$ cat config.mk
export PLATFORM = sky130hd
export DESIGN_NAME = gpioemu_master
export DESIGN_NICKNAME = d
export VERILOG_FILES = /design/src/rtl/gpioemu_master.sv
export SDC_FILE = /design/constraint.sdc
export NUM_CORES = 1
export LEC_CHECK = 0
export ABC_AREA = 1
export CORE_ASPECT_RATIO = 1.1
export CORE_MARGIN = 2
export CORE_UTILIZATION = 46
export CTS_BUF_LIST = sky130_fd_sc_hd__clkbuf_2 sky130_fd_sc_hd__clkbuf_4 sky130_fd_sc_hd__clkbuf_8
export CTS_CLUSTER_SIZE = 40
export DETAILED_ROUTE_END_ITERATION = 7
export GPL_TIMING_DRIVEN = 0
export PLACE_DENSITY = 0.9
export SKIP_CTS_REPAIR_TIMING = 1
export SLEW_MARGIN = 20
export SYNTH_ARGS = -nofsm -noshare
export SYNTH_HDL_FRONTEND = slang
export SYNTH_SLANG_ARGS = --single-unit
$ cat constraint.sdc
create_clock -name clk -period 4.6 [get_ports clk]
set_clock_uncertainty 0.15 [all_clocks]
set_input_delay 0.46 -clock clk [delete_from_list [all_inputs] [get_ports clk]]
set_output_delay 0.46 -clock clk [all_outputs]
set_load 0.03 [all_outputs]
$ cat src/rtl/gpioemu_master.sv
// gpioemu_master
//
// Hardware bus initiator for the gpioemu multiplier peripheral. For every
// accepted command it runs the same register sequence a software driver
// would: write A to 0x108, write B to 0x110, poll the busy register 0x128
// until bit 0 reads clear, then read W (0x118) and L (0x120) and present
// them on a valid/ready result handshake.
//
// Every bus transaction is SETUP (1 cycle, strobes low) -> STROBE
// (STROBE_LEN cycles, srd or swr high) -> HOLD (1 cycle, strobes low).
// Read data is captured on the clock edge that ends HOLD.
//
// Optional feature macro: GPIOEMU_MASTER_TIMEOUT_EN
//   defined   : a poll counter limits busy polls to POLL_MAX; on expiry the
//               master skips the W/L reads and completes with res_err=1.
//   undefined : the master polls forever, res_err is tied low.
//
// Parameters:
//   STROBE_LEN  cycles a strobe is held high (>=1)
//   POLL_GAP    idle cycles between consecutive busy polls (>=0)
//   POLL_MAX    busy polls allowed per command (timeout build only)
//
// Ports:
//   clk, reset             clock (rising edge), async active-high reset
//   cmd_valid/cmd_ready    command handshake, cmd_a/cmd_b 24-bit operands
//   res_valid/res_ready    result handshake, res_w/res_l/res_err payload
//   saddress, srd, swr     peripheral address and strobes
//   sdata_out              write data to the peripheral
//   sdata_in               read data from the peripheral

module gpioemu_master #(
  parameter int STROBE_LEN = 1,
  parameter int POLL_GAP   = 2,
  parameter int POLL_MAX   = 255
) (
  input  logic        clk,
  input  logic        reset,
  input  logic        cmd_valid,
  output logic        cmd_ready,
  input  logic [23:0] cmd_a,
  input  logic [23:0] cmd_b,
  output logic        res_valid,
  input  logic        res_ready,
  output logic [31:0] res_w,
  output logic [31:0] res_l,
  output logic        res_err,
  output logic [15:0] saddress,
  output logic        srd,
  output logic        swr,
  output logic [31:0] sdata_out,
  input  logic [31:0] sdata_in
);

  // Parameter sanity, caught at elaboration.
  if (STROBE_LEN < 1 || POLL_GAP < 0 || POLL_MAX < 1) begin : g_bad_param
    $error("gpioemu_master: STROBE_LEN>=1, POLL_GAP>=0, POLL_MAX>=1 required");
  end

  localparam logic [15:0] ADDR_A    = 16'h0108;
  localparam logic [15:0] ADDR_B    = 16'h0110;
  localparam logic [15:0] ADDR_W    = 16'h0118;
  localparam logic [15:0] ADDR_L    = 16'h0120;
  localparam logic [15:0] ADDR_BUSY = 16'h0128;

  // One shared down-counter serves both the strobe phase and the poll gap;
  // size it for whichever is longer.
  localparam int CNT_MAX = (STROBE_LEN > POLL_GAP) ? STROBE_LEN : POLL_GAP;
  localparam int CW      = (CNT_MAX > 1) ? $clog2(CNT_MAX) : 1;
  localparam logic [CW-1:0] STB_LAST = CW'(STROBE_LEN - 1);
  localparam logic [CW-1:0] GAP_LAST = CW'((POLL_GAP > 0) ? POLL_GAP - 1 : 0);

  typedef enum logic [2:0] {
    IDLE, WR_A, WR_B, POLL, GAP, RD_W, RD_L, DONE
  } state_t;

  typedef enum logic [1:0] {
    PH_SETUP, PH_STROBE, PH_HOLD
  } phase_t;

  state_t        state;
  phase_t        phase;
  logic [CW-1:0] cnt;
  logic [23:0]   b_q;     // A goes out at accept time, only B needs keeping

`ifdef GPIOEMU_MASTER_TIMEOUT_EN
  localparam int PCW = ($clog2(POLL_MAX + 1) > 8) ? $clog2(POLL_MAX + 1) : 8;
  localparam logic [PCW-1:0] POLL_LAST = PCW'(POLL_MAX - 1);
  logic [PCW-1:0] poll_cnt;   // polls completed for the current command
  logic           err_q;
  assign res_err = err_q;
`else
  assign res_err = 1'b0;
`endif

  // Both handshake flags are pure state decodes; cmd_ready is also gated by
  // reset so it stays low while reset is asserted.
  assign cmd_ready = (state == IDLE) && !reset;
  assign res_valid = (state == DONE);

  always_ff @(posedge clk or posedge reset) begin
    if (reset) begin
      state     <= IDLE;
      phase     <= PH_SETUP;
      cnt       <= '0;
      b_q       <= '0;
      saddress  <= '0;
      sdata_out <= '0;
      srd       <= 1'b0;
      swr       <= 1'b0;
      res_w     <= '0;
      res_l     <= '0;
`ifdef GPIOEMU_MASTER_TIMEOUT_EN
      poll_cnt  <= '0;
      err_q     <= 1'b0;
`endif
    end else begin
      case (state)
        IDLE: begin
          if (cmd_valid) begin
            // The accept edge already sets up the WR_A transaction, so
            // SETUP of WR_A is the first cycle after acceptance.
            b_q       <= cmd_b;
            res_w     <= '0;
            res_l     <= '0;
            saddress  <= ADDR_A;
            sdata_out <= {8'h00, cmd_a};
            phase     <= PH_SETUP;
            state     <= WR_A;
`ifdef GPIOEMU_MASTER_TIMEOUT_EN
            poll_cnt  <= '0;
            err_q     <= 1'b0;
`endif
          end
        end

        GAP: begin
          // Address stays on 0x128 during the gap; the next poll starts
          // directly in SETUP.
          if (cnt == GAP_LAST) begin
            cnt   <= '0;
            phase <= PH_SETUP;
            state <= POLL;
          end else begin
            cnt <= cnt + 1'b1;
          end
        end

        DONE: begin
          if (res_ready) state <= IDLE;
        end

        default: begin
          // WR_A, WR_B, POLL, RD_W, RD_L: one bus transaction each.
          case (phase)
            PH_SETUP: begin
              cnt   <= '0;
              phase <= PH_STROBE;
              if (state == WR_A || state == WR_B) swr <= 1'b1;
              else                                srd <= 1'b1;
            end

            PH_STROBE: begin
              if (cnt == STB_LAST) begin
                srd   <= 1'b0;
                swr   <= 1'b0;
                phase <= PH_HOLD;
              end else begin
                cnt <= cnt + 1'b1;
              end
            end

            PH_HOLD: begin
              // End of transaction: capture read data and set up the
              // next transaction's address/data for its SETUP cycle.
              phase <= PH_SETUP;
              case (state)
                WR_A: begin
                  state     <= WR_B;
                  saddress  <= ADDR_B;
                  sdata_out <= {8'h00, b_q};
                end
                WR_B: begin
                  state     <= POLL;
                  saddress  <= ADDR_BUSY;
                  sdata_out <= '0;
                end
                POLL: begin
`ifdef GPIOEMU_MASTER_TIMEOUT_EN
                  poll_cnt <= poll_cnt + 1'b1;
`endif
                  // Only bit 0 of the busy word carries status.
                  if (!sdata_in[0]) begin
                    state    <= RD_W;
                    saddress <= ADDR_W;
                  end
`ifdef GPIOEMU_MASTER_TIMEOUT_EN
                  else if (poll_cnt == POLL_LAST) begin
                    // Still busy after the last allowed poll: give up
                    // without reading W/L (they stay cleared).
                    err_q <= 1'b1;
                    state <= DONE;
                  end
`endif
                  else if (POLL_GAP == 0) begin
                    state <= POLL;
                  end else begin
                    cnt   <= '0;
                    state <= GAP;
                  end
                end
                RD_W: begin
                  res_w    <= sdata_in;
                  state    <= RD_L;
                  saddress <= ADDR_L;
                end
                RD_L: begin
                  res_l <= sdata_in;
                  state <= DONE;
                end
                default: state <= IDLE;
              endcase
            end

            default: phase <= PH_SETUP;
          endcase
        end
      endcase
    end
  end

endmodule

==> Word-level counts from Yosys, hierarchy flattened <==
Cells that the tools add are included.
{ "word_totals": {"in_bits": 84, "word_cells": 99, "out_inout_bits": 117, "register_bits": 144} }
{ "classes": {"reduce_logical": 26, "eq_ne": 19, "muxes": 39, "addsub": 1, "bitwise_logic": 4} }
{ "op_table": {"columns": ["operator", "n"], "rows": [
  ["$pmux W32 S2", 4],
  ["$mux W32", 7],
  ["$pmux W16 S4", 1],
  ["$mux W16", 3],
  ["$pmux W16 S2", 1],
  ["$reduce_and A4 Y1", 8],
  ["$pmux W3 S5", 1],
  ["$eq A3 B3 Y1 const B", 4],
  ["$mux W3", 4],
  ["$ne A2 B2 Y1 const B", 5],
  ["$pmux W3 S3", 1],
  ["$mux W1", 8],
  ["$reduce_bool A2 Y1", 4],
  ["$reduce_bool A4 Y1", 2],
  ["$eq A3 B2 Y1 const B", 2],
  ["$mux W2", 3],
  ["$ne A3 B2 Y1 const B", 2],
  ["$pmux W1 S2", 3],
  ["$pmux W2 S3", 1],
  ["$reduce_and A5 Y1", 1],
  ["$reduce_bool A5 Y1", 1],
  ["$ne A4 B4 Y1 const B", 1],
  ["$not A1 Y1", 4],
  ["$pmux W2 S2", 1],
  ["16 further kinds", 17]
]} }

==> Depth between registers and ports, before layout <==
Gate-level depths: netlist of run 1.
{ "depth": {"word_depth": 4, "ltp_mapped": 13, "mapped_depth_nobuf": 10} }

==> Worst setup path after synthesis of run 1 <==
No wires, ideal clock.
{ "synth_timing": {"path_type": "reg-to-output", "startpoint": "reg state[0]", "endpoint": "out cmd_ready", "stages_incl_launch_ff": 7, "required_time_ns": 3.990, "path_buffers": 2, "t_arrival_ns": 1.453, "setup_slack_ns": 2.537, "path_cell_list": "dfrtp_1 inv_1 ha_1 buf_6 nand2_4 clkbuf_1 nor2_1"} }
{ "synth_via": {"elab_chain_len": 2} }
{ "synth_lines": {"columns": ["item", "line", "source"], "rows": [
  ["start, declared", "80", "state_t state;"],
  ["start signal, assigned", "102", "state <= IDLE;"],
  ["start signal, assigned", "128", "state <= WR_A;"],
  ["start signal, assigned", "142", "state <= POLL;"],
  ["$logic_not A3 Y1", "97", "assign cmd_ready = (state == IDLE) && !reset;"],
  ["$logic_and A1 B1 Y1", "97", null],
  ["end, declared", "39", "output logic cmd_ready,"]
]} }
Every way passes these cells.

==> Final worst setup path of run 1 <==
Ends and elaborated chain as after synthesis.

==> results by group, run 1 <==
Setup path
  – Critical path type: reg2out
  – Critical Path Start Type: flip-flop
  – Worst Path Required: 3.99 ns
  – Max incr delay on CP: 0.61 ns
  – Crit. End Element: output pin
  – Reg2reg start: state[0]
  – Worst path slowest cell: clkdlybuf4s50_1
  – Bufs and invs on worst path: 4
  – FF-to-FF setup slack: 2.43 ns
  – Crit path depth: 7
  – FF-to-FF path depth: 7
  – Family with the most delay on the worst path: buffers and inverters
  – Worst setup path start: state[0]
  – CP Cell Sequence: inv_1 > ha_1 > buf_6 > nand2_4 > clkbuf_1 > nor2_1 > clkdlybuf4s50_1
  – Reg-to-Reg End: sdata_out[16]
  – Crit-path max FO: 10
  – CP arrival: 2.52 ns
  – Crit path to: cmd_ready

Timing
  – WHS: 0.331 ns
  – Fin crit share: 0.680
  – Crit path time final: 3.13 ns
  – Final setup margin: 1.47 ns
  – Fmax achieved: 320 MHz
  – Setup violators final: 0
  – Normalized max-slew margin: 0.625
  – Fin. Hold Viols: 0
  – Final Max Slew Viols: 0
  – Worst slew pin tran: 0.562 ns
  – RSZ-0062 raised after global routing: false

Yosys
  – Cell taking the most area after synthesis: dfrtp_1
  – Synth top area share: 0.565
  – Mapped Cells: 546
  – YS warnings: 0
  – Post-synth cell types: 27
  – Synthesized flop and latch total: 124
  – Post-synthesis sequential area ratio: 0.565
  – Syn Std Cell Area: 5490 um^2
  – Top post-synthesis cells by area: dfrtp_1 (57%), nand2_1 (10%), mux2_2 (4.9%)
  – Syn_area_per_cell: 10.1 um^2

Floorplanning
  – IO Count: 201
  – Starting density of the core: 0.475
  – Die X: 108 um
  – Core area: 11500 um^2
  – Die height: 119 um
  – Die area: 12800 um^2
  – Rows: 41

Global route
  – Vias in the first global route: 4954
  – Largest net degree at the start of global routing: 65
  – Overall routing resource usage: 0.250
  – Global route hottest layer: met2
  – Final global-route overflow total: 0
  – Met1 Use GR: 0.284
  – GRT met2 Usage: 0.431
  – Met3 Track Usage GR: 0.0954
  – Initial antenna violation count: 0
  – Global-route wire length before repair: 24.7 mm

Finish
  – Inserted Diodes: 0
  – # fillers: 844
  – Post-Route Utilization: 0.688
  – Post-route cell area: 7940 um^2
  – Share of post-route cells with drive strength above 1: 0.202
  – Synth-to-Final Area Change: 44.6%
  – Layout Nets: 853

Clocking
  – H-tree depth: 4
  – TritonCTS Buffers: 17
  – Worst-Skew Late Latency: 0.42 ns
  – Num Clock Sinks: 124
  – Max clock buf depth: 2
  – CTS tree: built
  – CTS root buf: clkbuf_8
  – Clock Pin Slew Worst Setup and Hold Paths: 0.07 ns

Placement
  – Dpl ws: 1.87 ns
  – GPL Wtd Cong: 0.865
  – DPL Wire Length: 11.4 mm
  – DP Area: 7570 um^2
  – Port Buf Inserts: 179

Outcome
  – Outcome: finished clean

Routing
  – ANT nets after route: 0
  – Routed via count: 4733
  – DR iter-0 viols: 274
  – Final Routed Wirelength: 15.4 mm
  – Wire length per cell after detailed routing: 16.6 um
  – DRC violations left: 0
  – Detailed Routing Iterations Pass 1: 5
  – Via/cell ratio: 5.11

Power and ir drop
  – Total power: 6.04 mW
  – Leak: 3.65 nW
  – Worst VDD drop: 0.422 mV
  – Power per Cell Area: 760 nW/um^2

Worst hold path
  – Hold Crit Class: reg2reg

Job
  – Max-cap violations: 0
[layer usage]
| metal | wire [um] | part of all wire |
|---|---|---|
| met5 | 0 | 0 |
| met4 | 226 | 0.015 |
| met3 | 1490 | 0.097 |
| met2 | 7850 | 0.51 |
| met1 | 5790 | 0.38 |
[tightest hold or removal path: stages, from the launching register on]
cell and delay, ns:
dfrtp_1 0.35, inv_1 0.04, nand2_1 0.05
[logic make-up (layout without fill, tap and decap cells)]
kind of cell | Yosys count | after routing | synth area share
compound gates | 123 | 123 | 0.138
fa+ha+maj | 4 | 4 | 0.00912
buf+inv | 68 | 279 | 0.0766
flops | 124 | 124 | 0.565
mux | 24 | 24 | 0.0492
other cells | 1 | 21 | 0.000683
simple gates | 202 | 202 | 0.161
[flip-flops by register name, summed over array words and instances (netlist names)]
signal	count
swr	1
saddress	4
res_l	32
state	3
res_w	32
cnt	1
b_q	24
sdata_out	24
srd	1
phase	2
[report_power, final]
group | leakage (nW) | switching (mW) | internal, mW
Combinational | 1.91 | 2.06 | 1.29
Sequential | 1.57 | 0.264 | 1.55
Clock | 0.172 | 0.434 | 0.432
[placed cells by master, fill, tap and decap left out, drive strengths merged]
master,n
clkdlybuf4s50,179
nand2,179
dfrtp,124
o21ai,94
buf,47
clkbuf,26
a22oi,24
mux2,24
conb,21
inv,18
nor2,12
clkinvlp,5
nand3,4
nand4,4
ha,4
clkinv,4
a21oi,3
a31oi,2
nor3,2
and2,1
[how the worst min path moves through the flow]
stage	end	depth (start not counted)	start	slack, ns
6_report	saddress[8]	2	saddress[8]	0.33
5_1_grt	sdata_out[21]	2	sdata_out[21]	0.36
4_1_cts	saddress[8]	2	saddress[8]	0.33
3_5_place_dp	saddress[8]	2	saddress[8]	0.31
3_3_place_gp	saddress[8]	2	saddress[8]	0.30
2_1_floorplan	phase[0]	2	phase[0]	0.32
[synth_stat cells (all sizes together)]
cell and number:
nand2 179, dfrtp 124, o21ai 94, buf 46, a22oi 24, mux2 24
inv 18, nor2 12, clkbuf 4, ha 4, nand3 4, nand4 4
a21oi 3, a31oi 2, nor3 2, and2 1, conb 1
[area by class of cell]
cell class,instances,area (um^2),area share
sequential,124,3100,0.391
multi-input combinational,374,2040,0.257
timing repair buffer,180,1820,0.229
buffer,50,343,0.0432
clock buffer,22,297,0.0374
tap,150,188,0.0236
inverter,18,82.6,0.0104
clock inverter,9,65.1,0.00820
[per-stage QoR]
stage | setup TNS (ns) | instances
5_1_grt | 0 | 927
6_report | 0 | 927
3_3_place_gp | -110.81 | 895
2_1_floorplan | 0 | 566
4_1_cts | 0 | 927
3_5_place_dp | 0 | 896
Power figures use the tool's default switching activity.
==> run 2, diff against run 1 <==
- clock period: 4.6 -> 3.05 ns (I/O delays scaled with it)
==> results by group, run 2 (same netlist as run 1, synthesis figures left out) <==
Clocking
  – TritonCTS Buffers: 17 (unchanged)
  – Clock Pin Slew Worst Setup and Hold Paths: 0.08 ns (about the same)
  – H-tree depth: 4 (unchanged)
  – Max clock buf depth: 2 (unchanged)
  – CTS tree: built
  – Worst-Skew Late Latency: 0.42 ns (about the same)
  – Num Clock Sinks: 124 (unchanged)
  – CTS root buf: clkbuf_8

Global route
  – Global-route wire length before repair: 24.3 mm (-1.8%)
  – Overall routing resource usage: 0.247 (-0.00261)
  – Initial antenna violation count: 0 (unchanged)
  – Vias in the first global route: 4909 (-0.91%)
  – Final global-route overflow total: 0 (unchanged)
  – Largest net degree at the start of global routing: 37 (-43%)

Power and ir drop
  – Total power: 9.47 mW (+57%)
  – Power per Cell Area: 1170 nW/um^2 (+54%)
  – Worst VDD drop: 0.615 mV (+46%)
  – Leak: 3.71 nW (+1.7%)

Finish
  – Most common library cell in the layout ignoring fill and taps: clkdlybuf4s50_1
  – Most frequent cells in the layout: clkdlybuf4s50_1 (179), nand2_1 (150), dfrtp_1 (124)
  – Synth-to-Final Area Change: 47.0%
  – Share of post-route cells with drive strength above 1: 0.205 (+0.00333)
  – Layout Nets: 854 (+0.12%)
  – Fin cells: 929 (+0.22%)
  – Post-Route Utilization: 0.699 (+0.0114)
  – Largest registers: res_l (32), res_w (32)
  – Inserted Diodes: 0 (unchanged)
  – Post-route cell area: 8070 um^2 (+1.7%)

Timing
  – Setup_tns: 0 ns (unchanged)
  – Fin crit share: 0.877
  – WHS: 0.161 ns (-0.170 ns)
  – Worst slew pin tran: 0.551 ns (-0.0114 ns)
  – Final Max Slew Viols: 0 (unchanged)
  – Fin. Hold Viols: 0 (unchanged)
  – Crit path time final: 2.68 ns
  – Normalized max-slew margin: 0.633 (+0.00763)
  – RSZ-0062 raised after global routing: false
  – Final setup margin: 0.374 ns (-1.10 ns)
  – Fmax achieved: 374 MHz
  – Setup violators final: 0 (unchanged)

Floorplanning
  – Core area: 11500 um^2 (unchanged)
  – Rows: 41 (unchanged)
  – IO Count: 201 (unchanged)
  – Starting density of the core: 0.475 (unchanged)
  – Die X: 108 um (unchanged)
  – Die height: 119 um (unchanged)
  – Die area: 12800 um^2 (unchanged)

Setup path
  – Critical path type: reg2out
  – Worst Path Required: 2.59 ns (-1.40 ns)
  – Critical Path Start Type: flip-flop
  – CP arrival: 2.22 ns (-0.30 ns)
  – Crit. End Element: output pin
  – Crit-path max FO: 19 (+9)

Outcome
  – Outcome: finished clean

Placement
  – Port Buf Inserts: 179 (unchanged)
  – Dpl ws: 0.550 ns (-1.32 ns)
  – DP Area: 7610 um^2 (+0.41%)
  – Placed insts: 898 (+0.22%)
  – GPL Wtd Cong: 0.885 (+2.3%)
  – DPL Wire Length: 11.4 mm (-0.50%)

Routing
  – ANT nets after route: 0 (unchanged)
  – DR iter-0 viols: 248 (-9.5%)
  – Final Routed Wirelength: 15.4 mm (about the same)
  – Wire length per cell after detailed routing: 16.5 um (-0.18%)
  – Routed via count: 4745 (+0.25%)
  – Via/cell ratio: 5.11 (about the same)
  – Detailed Routing Iterations Pass 1: 4 (-1)
  – DRC violations left: 0 (unchanged)

Worst hold path
  – Hold Crit Class: in2async

Job
  – Max-cap violations: 0 (unchanged)
## run 2: changes by cell type in the layout (fill, tap and decap cells not counted), sizes merged
| cell | previous run | this run |
|---|---|---|
| clkbuf | 26 | 21 |
| clkinvlp | 5 | 4 |
| buf | 47 | 49 |
| bufinv | 0 | 5 |
| clkinv | 4 | 5 |
## run 2: metal layers
metal	GRT usage	vias to the layer above	part of all wire
li1	-	2223	-
met1	0.280	2277	0.39
met2	0.423	222	0.49
met3	0.0976	23	0.10
met4	0.0793	0	0.016
met5	0	-	0
## run 2: worst max-delay path, cell delays in order (launching register included)
cell and delay (ns):
dfrtp_1 0.42, inv_1 0.09, ha_1 0.16, buf_6 0.14, nand2_4 0.17, nor2_1 0.13
clkdlybuf4s50_1 0.68
## run 2: worst paths after layout
kind	from	to	slack, ns	depth (start not counted)
min in group clk	sdata_in[9]	res_l[9]	0.30	3
max in group asynchronous	reset	b_q[6]	1.79	4
worst min-delay path	reset	res_l[24]	0.16	2
worst max-delay path	state[1]	cmd_ready	0.37	6
worst min register to register	saddress[5]	saddress[5]	0.33	2
worst max register to register	state[0]	sdata_out[17]	0.88	7
## run 2: power breakdown
group | switching, mW | total, mW | leakage (nW) | internal, mW
registers | 0.394 | 2.74 | 1.57 | 2.34
logic | 3.09 | 5.04 | 1.92 | 1.95
clock network | 0.692 | 1.69 | 0.225 | 0.998
total | 4.18 | 9.47 | 3.71 | 5.29
## run 2: layout make-up
type | count | area [um^2]
Timing Repair Buffer | 182 | 1850
Sequential cell | 124 | 3100
Fill cell | 837 | 3470
Tap cell | 150 | 188
Multi-Input combinational cell | 374 | 2040
Inverter | 18 | 81.3
Clock inverter | 14 | 218
Buffer | 49 | 339
Clock buffer | 18 | 248
==> run 3, diff against run 2 <==
- CELL_PAD_IN_SITES_DETAIL_PLACEMENT: unset -> 0
- CELL_PAD_IN_SITES_GLOBAL_PLACEMENT: unset -> 1
- CORE_UTILIZATION: 46 -> 34
==> results by group, run 3 (same netlist as run 1, synthesis figures left out) <==
Clocking
  – CTS root buf: clkbuf_8
  – H-tree depth: 4 (unchanged)
  – CTS tree: built
  – TritonCTS Buffers: 17 (unchanged)
  – Max clock buf depth: 2 (unchanged)
  – Worst-Skew Late Latency: 0.44 ns (+0.02 ns)
  – Clock Pin Slew Worst Setup and Hold Paths: 0.08 ns (about the same)
  – Num Clock Sinks: 124 (unchanged)

Routing
  – DR iter-0 viols: 177 (-29%)
  – Via/cell ratio: 4.63 (-9.4%)
  – Final Routed Wirelength: 15.0 mm (-2.4%)
  – DRC violations left: 0 (unchanged)
  – Detailed Routing Iterations Pass 1: 5 (+1)
  – Wire length per cell after detailed routing: 15.3 um (-7.5%)
  – ANT nets after route: 0 (unchanged)
  – Routed via count: 4536 (-4.4%)

Timing
  – Final setup margin: 0.437 ns (+0.0628 ns)
  – Fmax achieved: 383 MHz (+2.4%)
  – Normalized max-slew margin: 0.624 (-0.00855)
  – RSZ-0062 raised after global routing: false
  – Fin. Hold Viols: 0 (unchanged)
  – Fin crit share: 0.857 (-0.0206)
  – WHS: 0.0131 ns (-0.148 ns)
  – Worst slew pin tran: 0.564 ns (+0.0128 ns)
  – Setup violators final: 0 (unchanged)
  – Final Max Slew Viols: 0 (unchanged)
  – Crit path time final: 2.61 ns (-0.0628 ns)

Floorplanning
  – Rows: 48 (+17%)
  – Core area: 15700 um^2 (+36%)
  – Die area: 17200 um^2 (+34%)
  – Starting density of the core: 0.349 (-0.127)
  – Die height: 137 um (+16%)
  – IO Count: 201 (unchanged)
  – Die X: 125 um (+16%)

Placement
  – Placed insts: 949 (+5.7%)
  – DP Area: 7690 um^2 (+1.1%)
  – Port Buf Inserts: 179 (unchanged)
  – DPL Wire Length: 11.1 mm (-2.5%)
  – Dpl ws: 0.480 ns (-0.0702 ns)
  – GPL Wtd Cong: 0.777 (-12%)

Job
  – Max-cap violations: 0 (unchanged)

Power and ir drop
  – Leak: 3.70 nW (-0.49%)
  – Total power: 9.16 mW (-3.3%)
  – Power per Cell Area: 1130 nW/um^2 (-3.4%)
  – Worst VDD drop: 0.471 mV (-23%)

Global route
  – Final global-route overflow total: 0 (unchanged)
  – Vias in the first global route: 4442 (-9.5%)
  – Largest net degree at the start of global routing: 34 (-8.1%)
  – Initial antenna violation count: 0 (unchanged)
  – Global-route wire length before repair: 23.7 mm (-2.4%)
  – Overall routing resource usage: 0.177 (-0.0694)

Setup path
  – Crit-path max FO: 10 (-9)
  – Crit. End Element: output pin
  – Reg2reg start: state[0]
  – Worst Path Required: 2.59 ns (about the same)
  – Critical path type: reg2out
  – Reg-to-Reg End: sdata_out[16]
  – Critical Path Start Type: flip-flop
  – FF-to-FF setup slack: 0.92 ns (+0.04 ns)
  – FF-to-FF path depth: 7 (unchanged)
  – CP arrival: 2.16 ns (-0.06 ns)

Finish
  – Most frequent cells in the layout: clkdlybuf4s50_1 (178), nand2_1 (150), dfrtp_1 (124)
  – Synth-to-Final Area Change: 47.2%
  – Fin cells: 980 (+5.5%)
  – Most common library cell in the layout ignoring fill and taps: clkdlybuf4s50_1
  – Inserted Diodes: 0 (unchanged)
  – Share of post-route cells with drive strength above 1: 0.205 (-0.000263)
  – Largest registers: res_l (32), res_w (32)
  – Layout Nets: 856 (+0.23%)
  – Post-route cell area: 8080 um^2 (+0.16%)

Worst hold path
  – Hold Crit Class: in2async

Outcome
  – Outcome: finished clean
==> run 3: cell count changes in the layout (fill, tap and decap cells not counted) <==
cell             previous run  this run
buf_12                      3         4
clkinvlp_4                  4         7
inv_6                       2         1
dlymetal6s2s_1              0         1
clkbuf_4                    0         1
clkbuf_1                    3         4
clkbuf_8                   18        19
clkinv_2                    2         3
clkdlybuf4s50_1           179       178
clkinv_4                    3         0
bufinv_16                   5         2
==> run 3: final cells by class <==
type                    count  area [um^2]
repair buffers            183         1870
multi-input cells         374         2040
flip-flops and latches    124         3100
fillers                  1458         7650
clock inverters            11          120
clock buffers              20          269
well taps                 200          250
plain buffers              50          343
inverters                  18         81.3
==> run 3: worst max-delay path by stage <==
stage	slack (ns)	cells past startpoint	end	start
final	0.44	7	cmd_ready	state[0]
after global routing	0.26	7	cmd_ready	state[0]
after CTS	-0.03	7	cmd_ready	state[0]
after detailed placement	0.48	7	cmd_ready	state[0]
after global placement	-0.17	2	sdata_out[12]	reset
after floorplan	1.07	1	b_q[0]	reset
==> run 3: power by group <==
| group | total (mW) | switching, mW | internal (mW) |
|---|---|---|---|
| Combinational | 5.00 | 3.04 | 1.96 |
| Sequential | 2.73 | 0.386 | 2.34 |
| Clock | 1.43 | 0.664 | 0.767 |
==> run 3: per-stage QoR <==
step,TNS (ns),utilization
final,0,0.514
after CTS,-0.0299,0.513
after global routing,0,0.514
after global placement,-20.51,0.484
after detailed placement,0,0.489
after floorplan,0,-
==> run 3: worst max-delay path, cell delays in order, from the launching register on <==
cell and delay [ns]:
dfrtp_1 0.40, inv_1 0.08, ha_1 0.20, buf_6 0.14, nand2_4 0.14, clkbuf_1 0.37
nor2_1 0.12, dlymetal6s2s_1 0.26
==> run 3: metal layers <==
| metal | routed length (um) | up-vias | GRT usage |
|---|---|---|---|
| li1 | - | 2214 | - |
| met1 | 6480 | 2120 | 0.221 |
| met2 | 6890 | 185 | 0.281 |
| met3 | 1450 | 17 | 0.0769 |
| met4 | 173 | 0 | 0.0543 |
| met5 | 0 | - | 0 |
==> edit: new RTL, settings of run 1 <==
Build with the macro `GPIOEMU_MASTER_TIMEOUT_EN` defined.
--- a/src/rtl/gpioemu_master.sv
+++ b/src/rtl/gpioemu_master.sv
@@ -28,4 +28,6 @@
 //   sdata_out              write data to the peripheral
 //   sdata_in               read data from the peripheral
+
+`define GPIOEMU_MASTER_TIMEOUT_EN
 
 module gpioemu_master #(
Function: same outputs for any inputs over 4 cycles, from zero or initial values and one cycle with reset high; that may be too few to reach the edited logic, so the function may still have changed.
==> edit against run 1 <==
Design area rose by 13%; sequential cell count rose by 9; routed wire length rose by 16%; synthesized area rose by 16%; setup slack improved by 160 ps; sequential share of layout area fell by 1.9 points; sequential power rose by 9%; total power rose by 6.7%; non-clock buffer count rose by 12; largest cell class unchanged; largest power group unchanged.
==> edit: results (changes against run 1) <==
[status]
status=complete, no violations  ; unchanged

[cells_and_area]
antenna_cells=0  ; unchanged
layout-drive-gt1-share_pct=8.95  ; was 20.2%
reg.largest.list=res_l: 32 flops, res_w: 32 flops  ; unchanged
fin_nets=1146  ; was 853

[global_routing]
grt_max_degree=70  ; was 65
antenna_found_initial=0  ; unchanged
grt_pass1_wl_um=28400  ; was 24700 um
first_global_vias=5874  ; was 4954
grt_use_total_pct=24.8  ; was 25.0%

[synthesis]
ys_warn_count=0  ; unchanged
ys_async_sr_fraction_pct=100  ; unchanged
ys_types=28  ; was 27
ys_seq_area_share_pct=52.1  ; was 56.5%
yosys-top-cells-area=dfrtp_1 (52%), nand2_1 (23%), nand3_1 (8.2%)  ; was dfrtp_1 (57%), nand2_1 (10%), mux2_2 (4.9%)
ys.flop_type=dfrtp_1  ; unchanged
synth_common_cells=nand2_1 (387), dfrtp_1 (133), nand3_1 (105)  ; was nand2_1 (150), dfrtp_1 (124), o21ai_1 (41)

[power_and_ir_drop]
p_leak_nw=4.73  ; was 3.65 nW
vdd_drop_max_mv=0.427  ; was 0.422 mV

[worst_hold_path]
holdCritPathClass=in -> async  ; was reg -> reg

[setup_path]
crit_fanout=10  ; unchanged
cp_slowest_stage_delay_ps=670  ; was 610 ps
worstPathArrival_ps=2360  ; was 2520 ps
crit_slowest_cell=clkdlybuf4s50_1  ; unchanged

[placed_design]
dp_hpwl_um=12900  ; was 11400 um
port_buffers=180  ; was 179
gp_congestion=0.918  ; was 0.865
place_ws_ps=2110  ; was 1870 ps

[timing]
final_hold_viol_count=0  ; unchanged
tightest_slew_ps=527  ; was 562 ps

[route]
num_vias=6111  ; was 4733
wl_um=17800  ; was 15400 um
firstDrtPassIters=7  ; was 5
first_iter_violations=310  ; was 274

[clock_tree]
root_buffer=clkbuf_8  ; unchanged
clk_latency_ps=440  ; was 420 ps
path_clk_slew_ps=70  ; about the same
clk_path_buf_depth=2  ; unchanged
htree_num_levels=4  ; unchanged
numCtsBuffers=17  ; unchanged

-- edit: per-layer routing --
layer | GRT usage, % | vias to the layer above | part of all wire (%)
met5 | 0 | - | 0
met4 | 8.26 | 0 | 1.4
met3 | 8.25 | 27 | 8.4
met2 | 41.2 | 248 | 50
met1 | 30.2 | 2836 | 41
li1 | - | 3000 | -
-- edit: critical path: cells and delay by family, from the launching register on --
kind                   cells  cell delay (ps)
AND/OR/NAND/NOR            3              450
flip-flops                 1              350
buffers and inverters      3             1110
-- edit: cell type report --
type                       count  area, um2
buffer                        61        359
clock buffer                  21        277
clock inverter                11        149
fill                        1146       4730
inverter                      56        220
multi-input combinational    610       2560
sequential                   133       3330
tap                          188        235
timing repair buffer         181       1830
-- edit: per-stage QoR --
| stage | instance area [um2] | TNS (ps) | util (%) | hold slack, ps | std cells |
|---|---|---|---|---|---|
| floorplan | 6460 | 0 | - | 300 | 860 |
| global placement | 8500 | -192050 | 62.1 | 300 | 1228 |
| detailed placement | 8530 | 0 | 62.4 | 309 | 1229 |
| CTS | 8960 | 0 | 65.5 | 320 | 1261 |
| global route | 8960 | 0 | 65.5 | 333 | 1261 |
| finish | 8960 | 0 | 65.5 | 316 | 1261 |
-- edit: worst paths after layout --
| kind | depth (start not counted) | startpoint | end | slack, ps |
|---|---|---|---|---|
| min in group clk | 1 | saddress[8]$_DFFE_PP0P_ | saddress[8]$_DFFE_PP0P_ | 330 |
| max in group asynchronous | 3 | reset | phase[0]$_DFFE_PP0P_ | 3270 |
| hold reg to reg | 1 | saddress[8]$_DFFE_PP0P_ | saddress[8]$_DFFE_PP0P_ | 330 |
| hold / removal | 2 | reset | sdata_out[2]$_DFFE_PP0P_ | 320 |
| setup reg to reg | 8 | state[0]$_DFFE_PP0P_ | res_w[20]$_DFFE_PP0P_ | 2630 |
| setup / recovery | 6 | state[0]$_DFFE_PP0P_ | cmd_ready | 1630 |
-- edit: cells by family after synthesis --
kind of cell    count (synthesis)  synth area share [%]
flops                         133                  52.1
compound gates                 23                  1.90
simple gates                  562                  36.2
xor+xnor                        3                 0.411
other cells                     1                0.0587
buf+inv                       117                  8.95
fa+ha+maj                       2                 0.392
-- edit: report_power, final --
group | internal [mW] | leakage, nW | switching, mW
Combinational | 1.27 | 2.84 | 2.13
Clock | 0.579 | 0.210 | 0.472
Sequential | 1.67 | 1.68 | 0.316
